$ cat src/rtl/shot_controller.sv
// rtl/shot_controller.sv - ammo, muzzle-flash timing, hit/miss evaluation and timed reload
module shot_controller #(
  parameter int AMMO_MAX      = 3,
  parameter int FLASH_FRAMES  = 2,
  parameter int RELOAD_FRAMES = 30,
  parameter int HIT_RADIUS    = 16,
  parameter int COORD_W       = 10
) (
  input  logic               clk,
  input  logic               reset,
  input  logic               fire,
  input  logic               reload,
  input  logic               frame_tick,
  input  logic [COORD_W-1:0] cross_x,
  input  logic [COORD_W-1:0] cross_y,
  input  logic [COORD_W-1:0] duck_x,
  input  logic [COORD_W-1:0] duck_y,
  input  logic               duck_alive,
  output logic [2:0]         ammo,
  output logic               shot_flash,
  output logic               hit,
  output logic               miss,
  output logic               reloading,
  output logic [7:0]         led
);

  localparam int CNT_MAX = (FLASH_FRAMES > RELOAD_FRAMES) ? FLASH_FRAMES : RELOAD_FRAMES;
  localparam int CNT_W   = $clog2(CNT_MAX + 1);

  localparam logic [2:0]       AMMO_FULL  = 3'(AMMO_MAX);
  localparam logic [CNT_W-1:0] FLASH_END  = CNT_W'(FLASH_FRAMES);
  localparam logic [CNT_W-1:0] RELOAD_END = CNT_W'(RELOAD_FRAMES);
  localparam logic [COORD_W:0] RADIUS     = (COORD_W + 1)'(HIT_RADIUS);

  typedef enum logic [1:0] {
    S_IDLE   = 2'd0,
    S_FLASH  = 2'd1,
    S_RELOAD = 2'd2
  } state_t;

  state_t           state, state_n;
  logic [CNT_W-1:0] frame_cnt, frame_cnt_n;
  logic [2:0]       ammo_n;
  logic             shot_flash_n, reloading_n, hit_n, miss_n;
  logic             fire_prev, reload_prev;
  logic             fire_edge, reload_edge;
  logic [COORD_W:0] dx, dy;
  logic             on_target;

  function automatic logic [7:0] led_map(input logic [2:0] a, input logic f, input logic r);
    logic [7:0] v;
    v = '0;
    for (int i = 0; i < AMMO_MAX; i++) begin
      v[i] = (a > 3'(i));
    end
    v[6] = f;
    v[7] = r;
    return v;
  endfunction

  assign fire_edge   = fire & ~fire_prev;
  assign reload_edge = reload & ~reload_prev;

  // Distances are widened by one bit so the subtraction can never wrap.
  assign dx = (cross_x >= duck_x) ? ({1'b0, cross_x} - {1'b0, duck_x})
                                  : ({1'b0, duck_x} - {1'b0, cross_x});
  assign dy = (cross_y >= duck_y) ? ({1'b0, cross_y} - {1'b0, duck_y})
                                  : ({1'b0, duck_y} - {1'b0, cross_y});
  assign on_target = duck_alive && (dx <= RADIUS) && (dy <= RADIUS);

  always_comb begin
    state_n      = state;
    frame_cnt_n  = frame_cnt;
    ammo_n       = ammo;
    shot_flash_n = shot_flash;
    reloading_n  = reloading;
    hit_n        = 1'b0;
    miss_n       = 1'b0;
    case (state)
      S_IDLE: begin
        // A shot takes priority over a simultaneous reload request.
        if (fire_edge && (ammo != 3'd0)) begin
          state_n      = S_FLASH;
          ammo_n       = ammo - 3'd1;
          shot_flash_n = 1'b1;
          frame_cnt_n  = '0;
          hit_n        = on_target;
          miss_n       = ~on_target;
        end else if (reload_edge && (ammo != AMMO_FULL)) begin
          state_n     = S_RELOAD;
          reloading_n = 1'b1;
          frame_cnt_n = '0;
        end
      end
      S_FLASH: begin
        if (frame_cnt == FLASH_END) begin
          state_n      = S_IDLE;
          shot_flash_n = 1'b0;
        end else if (frame_tick) begin
          frame_cnt_n = frame_cnt + CNT_W'(1);
        end
      end
      S_RELOAD: begin
        if (frame_cnt == RELOAD_END) begin
          state_n     = S_IDLE;
          reloading_n = 1'b0;
          ammo_n      = AMMO_FULL;
        end else if (frame_tick) begin
          frame_cnt_n = frame_cnt + CNT_W'(1);
        end
      end
      default: begin
        state_n      = S_IDLE;
        shot_flash_n = 1'b0;
        reloading_n  = 1'b0;
      end
    endcase
  end

  // Prev registers reset high so a button held through reset is not an edge.
  always_ff @(posedge clk or negedge reset) begin
    if (!reset) begin
      state       <= S_IDLE;
      frame_cnt   <= '0;
      ammo        <= AMMO_FULL;
      shot_flash  <= 1'b0;
      reloading   <= 1'b0;
      hit         <= 1'b0;
      miss        <= 1'b0;
      fire_prev   <= 1'b1;
      reload_prev <= 1'b1;
      led         <= led_map(AMMO_FULL, 1'b0, 1'b0);
    end else begin
      state       <= state_n;
      frame_cnt   <= frame_cnt_n;
      ammo        <= ammo_n;
      shot_flash  <= shot_flash_n;
      reloading   <= reloading_n;
      hit         <= hit_n;
      miss        <= miss_n;
      fire_prev   <= fire;
      reload_prev <= reload;
      led         <= led_map(ammo_n, shot_flash_n, reloading_n);
    end
  end

endmodule

$ cat config.mk
export PLATFORM = sky130hd
export DESIGN_NAME = shot_controller
export DESIGN_NICKNAME = d
export VERILOG_FILES = /design/src/rtl/shot_controller.sv
export SDC_FILE = /design/constraint.sdc
export NUM_CORES = 1
export LEC_CHECK = 0
export BUFFER_PORTS_ARGS = -buffer_cell sky130_fd_sc_hd__buf_2
export CAP_MARGIN = 20
export CORE_ASPECT_RATIO = 2
export CORE_MARGIN = 2
export CORE_UTILIZATION = 31
export CTS_BUF_LIST = sky130_fd_sc_hd__clkbuf_4
export DETAILED_ROUTE_END_ITERATION = 8
export PLACE_DENSITY = 0.59
export SKIP_LAST_GASP = 1
export SYNTH_ARGS = -nofsm -noshare
export SYNTH_HDL_FRONTEND = slang
export SYNTH_SLANG_ARGS = --single-unit
$ cat constraint.sdc
create_clock -name clk -period 2.8 [get_ports clk]
set_clock_uncertainty 0.2 [all_clocks]
set_input_delay 0.56 -clock clk [delete_from_list [all_inputs] [get_ports clk]]
set_output_delay 0.56 -clock clk [all_outputs]
set_load 0.02 [all_outputs]
# After elaboration in Yosys (flattened, before gate mapping)
# Cells that the tools add are included.
# op_classes
add_sub_neg	6
mul	0
n_div	0
order_cmp	7
n_eq_ne	10
shifts	0
mux	27
bitwise	5
reduce_logical	9
# op_table
operator	count
$sub A10 B10 Y11	4
$mux W5	5
$le A11 B5 Y1 const B	2
$mux W11	2
$ge A10 B10 Y1	2
$pmux W5 S3	1
$mux W1	9
$mux W2	4
$ne A2 B2 Y1 const B	4
$gt A3 B1 Y1 const B	2
$mux W3	2
$pmux W1 S3	2
$pmux W2 S3	1
$pmux W3 S2	1
$reduce_bool A3 Y1	2
$add A5 B1 Y5 const B	1
$eq A5 B2 Y1 const B	1
$eq A5 B5 Y1 const B	1
$logic_and A1 B1 Y1	4
$reduce_and A4 Y1	1
$gt A3 B2 Y1 const B	1
$ne A3 B2 Y1 const B	1
$ne A3 B3 Y1 const B	1
$not A1 Y1	3
other kinds (6)	7
# word_totals
regBits	21
latchBits	0
mem_bits_rw	0
mem_bits_ro	0
inputBits	46
output_inout_bits	15
word_cells	74
memories	0

# Depth between registers and ports, before layout
# depth
word_depth	8
mapped_depth	12
mapped_depth_nobuf	10

# Worst setup path after synthesis
# No wires, ideal clock.
# synth_path
kind	input to register
start	input cross_y[9]
end	register hit
setup_time_ns	0.067
t_arrival_ns	3.039
required_ns	2.533
setup_slack_ns	-0.506
path_stages	12
n_path_buf	2
path_cell_list	inv_1 -> ha_1 -> clkbuf_1 -> nand4_1 -> nor3_1 -> a211oi_1 -> and2_1 -> clkbuf_1 -> mux2_1 -> a211o_1 -> a22oi_1 -> and3_1
# synth_between
elab_chain_len	6
word_cells_on_any_way	8
classes_between	2 x add/sub; 2 x order compare; 3 x mux; 1 x reduce/logical
# synth_lines
item	line_no	rtl
start: declaration	15	input logic [COORD_W-1:0] cross_y,
$sub A10 B10 Y11 (tied with other cells)	68	: ({1'b0, duck_y} - {1'b0, cross_y});
$mux W11 (*)	67	assign dy = (cross_y >= duck_y) ? ({1'b0, cross_y} - {1'b0, duck_y})
$le A11 B5 Y1 (*)	69	assign on_target = duck_alive && (dx <= RADIUS) && (dy <= RADIUS);
$logic_and A1 B1 Y1 (*)	69	
$mux W1 (*)	82	if (fire_edge && (ammo != 3'd0)) begin
$mux W1 (*)	79	case (state)
net hit_n	44	logic shot_flash_n, reloading_n, hit_n, miss_n;
end signal: assignment	139	hit <= hit_n;
end: declaration	21	output logic hit,
# Mark *: on every way through the listed nets, which the timed path passes. The rest lies on a longest branch.
# A chain may end at the register's enable or synchronous reset.

# Worst setup path after layout
# layout_path
start	input cross_x[1]
end	register hit
# layout_between
elab_chain_len	7
word_cells_on_any_way	9
classes_between	2 x add/sub; 2 x order compare; 3 x mux; 2 x reduce/logical
# layout_lines
item	line_no	rtl
start: declaration	14	input logic [COORD_W-1:0] cross_x,
$sub A10 B10 Y11 (tied with other cells)	66	: ({1'b0, duck_x} - {1'b0, cross_x});
$mux W11 (*)	65	assign dx = (cross_x >= duck_x) ? ({1'b0, cross_x} - {1'b0, duck_x})
$le A11 B5 Y1 (*)	69	
$logic_and A1 B1 Y1 (*) (2 in a row)	69	
$mux W1 (*)	82	
$mux W1 (*)	79	
net hit_n	44	
# Marked as above.

==> impl_metrics.toml <==
[cts]
cts-root-buf = "clkbuf_4"
cts_tree = "built"
clkSinkCount = 19
htreeDepth = 1
clock_latency_ns = 0.30
clockBufferDepth = 2
clkTransAtPathRegs_ns = 0.10
cts-buffers-inserted = 3

[pwr]
leakagePower_nw = 2.119
total_power_mw = 1.888
peakVddDrop_v = 0.0002049
power.density_nw_per_um2 = 466.5

[floorplan]
fp.dieH_um = 141.6
initial_core_util = 0.3170
pin_count = 61
rows = 50
die_w_um = 72.81
fp.coreArea_um2 = 9259
die_area_um2 = 10310

[logic_synthesis]
postSynthAreaPerCell_um2 = 7.546
synth_edf_count = 0
ys_warn_count = 0
async_flop_share = 1.000
synth_cells = 389
synthesis.area_um2 = 2935
ys.flop_type = "dfrtp_1"
synth-seq-cells = 19
synth-seq-area-share = 0.1650
yosysUniqueCellTypes = 57

[cells_and_area]
nets = 611
fillers = 979
instances_no_fill = 619
antennaDiodeCount = 0
syn_to_final_growth_pct = 37.85
fin_util = 0.4370
drive_gt1_frac = 0.3320
fin_area_um2 = 4046

[grt]
grt_max_degree = 20
grt_pass1_wl_mm = 14.23
antenna_found_initial = 0
grt_util_all_layers = 0.1701
overflow = 0
grt_pass1_vias = 3316

[timing]
hold_viol_final = 0
worstMarginPinSlew_ns = 0.7229
setup_ws_ns = -0.1657
setup_tns_ns = -0.2905
period_share = 1.059
timing.slew.headroom = 0.5176
timing.hold.ws_ns = 0.1606
rsz0062_at_grt = "yes"
drv_slew = 0
finalWorstPathRequiredPeriod_ns = 2.966
finalSetupViolCount = 2
fmax_ghz = 0.3372

[worst_setup_path]
crit_start = "cross_x[1]"
criticalPathCategory = "in2reg"
rrSetupSlack_ns = 0.31
crit_end = "hit$_DFF_PN0_"
r2r_cells = 9
rr_endpoint = "frame_cnt[4]$_DFFE_PN0P_"
cp.arrival_ns = 3.01
start_kind = "primary input"
required_ns = 2.84
crit_fanout = 5
end_kind = "flop"
r2r-start = "ammo[0]$_DFF_PN1_"

[run_status]
violations = "negative setup slack"
outcome = "complete, but fails checks"

[routing]
num_vias = 3192
antenna_left = 0
wl_mm = 8.528
wl_per_cell_um = 13.78
drc = 0
dr.first_iter.drc_count = 145
via_per_inst = 5.157
dr.pass1.iters = 5

[run]
maxCapViolCount = 0

[min_path]
hold_path.class = "in2reg"

[placement]
place_congestion = 0.8942
placed_cells = 612
preCtsSetupSlack_ns = -0.5665
numPortBuffers = 57
hpwlAfterDp_mm = 7.392
place_area_um2 = 3926
==> logic make-up (layout without fill, tap and decap cells) <==
kind of cell             after synthesis  count (layout)  synth area share
AO/OA/AOI/OAI                        118             118            0.2809
XOR/XNOR                               9               9           0.02686
adder cells (fa/ha/maj)               49              49            0.2089
buffers and inverters                 72             196           0.09974
flip-flops                            19              19            0.1650
multiplexers                           3               3           0.01066
other                                  1               3          0.001278
AND/OR/NAND/NOR                      118             118            0.2067
==> layout by cell type (no fill, tap or decap), types with 8 or more instances in the layout <==
| cell type | netlist | layout |
|---|---|---|
| buf_2 | 3 | 55 |
| inv_1 | 51 | 48 |
| buf_4 | 5 | 83 |
| dfrtp_1 | 12 | 12 |
| o21a_1 | 10 | 10 |
| nand2b_1 | 10 | 10 |
| nor3_1 | 10 | 10 |
| ha_1 | 49 | 46 |
| nand3_1 | 8 | 8 |
| o21ai_0 | 17 | 17 |
| nor2_1 | 22 | 22 |
| nand2_1 | 28 | 28 |
| a21oi_1 | 24 | 21 |
| a21o_1 | 8 | 8 |
==> where the power goes <==
group          internal [mW]  switching [mW]  leakage, nW
Combinational          0.546           0.713         1.87
Sequential             0.398          0.0820        0.232
Clock                 0.0653          0.0834       0.0184
==> Yosys cell counts (all sizes together), types with 5 or more instances <==
library cell	count	area, um2
a211oi	6	45.04
a21o	8	60.06
a21oi	24	120.1
a31oi	5	31.28
buf	8	52.55
clkbuf	13	48.80
dfrtp	12	300.3
dfstp	7	183.9
ha	49	613.1
inv	51	191.4
nand2	28	105.1
nand2b	10	62.56
nand3	8	40.04
nand4	7	43.79
nor2	22	82.58
nor2b	8	57.55
nor3	10	50.05
o211ai	6	45.04
o21a	10	75.07
o21ai	24	120.1
or3	7	43.79
xnor2	6	52.55
==> cell type report <==
cell class                 instances  area (um2)  share of cell area
timing repair buffer             141       939.7              0.2322
clock buffer                       4       30.03            0.007421
sequential                        19       484.2              0.1197
tap                              104       130.1             0.03216
inverter                          51       206.4             0.05102
multi-input combinational        300        2256              0.5575
==> flip-flops by register name, indices dropped and copies added (netlist names) <==
name	count
frame_cnt	5
led	5
ammo	3
state	2
fire_prev	1
hit	1
miss	1
reload_prev	1
==> worst max-delay path, cell delays in order <==
cell	delay, ns
buf_12	0.11
inv_12	0.04
ha_4	0.18
nor2b_4	0.12
o211ai_1	0.46
a311oi_2	0.18
or3_1	0.34
a22oi_1	0.20
nand4_1	0.19
a2111oi_4	0.40
and3_1	0.20
==> routing by layer <==
metal / vias to the layer above / part of all wire / GRT usage
met2: 64 / 0.60 / 0.3498
met5: - / 0 / 0
met3: 27 / 0.020 / 0.009233
li1: 1608 / - / -
met1: 1493 / 0.34 / 0.1600
met4: 0 / 0.046 / 0.07895
==> worst min path at each step <==
stage | start | end | depth (start not counted)
CTS | fire | fire_prev$_DFF_PN1_ | 1
detailed placement | reset | led[6]$_DFF_PN0_ | 1
global placement | reset | led[7]$_DFF_PN0_ | 1
finish | fire | fire_prev$_DFF_PN1_ | 1
floorplan | reset | ammo[2]$_DFF_PN0_ | 0
global route | fire | fire_prev$_DFF_PN1_ | 1
==> what timing repair did <==
item	CTS	global route
buffers inserted	2	0
hold buffers	1	0
endpoints found under the setup margin	2	2
pin swaps	7	9
resized for setup	4	11
endpoints found under the hold margin	12	0
(Power assumes the default switching activity.)
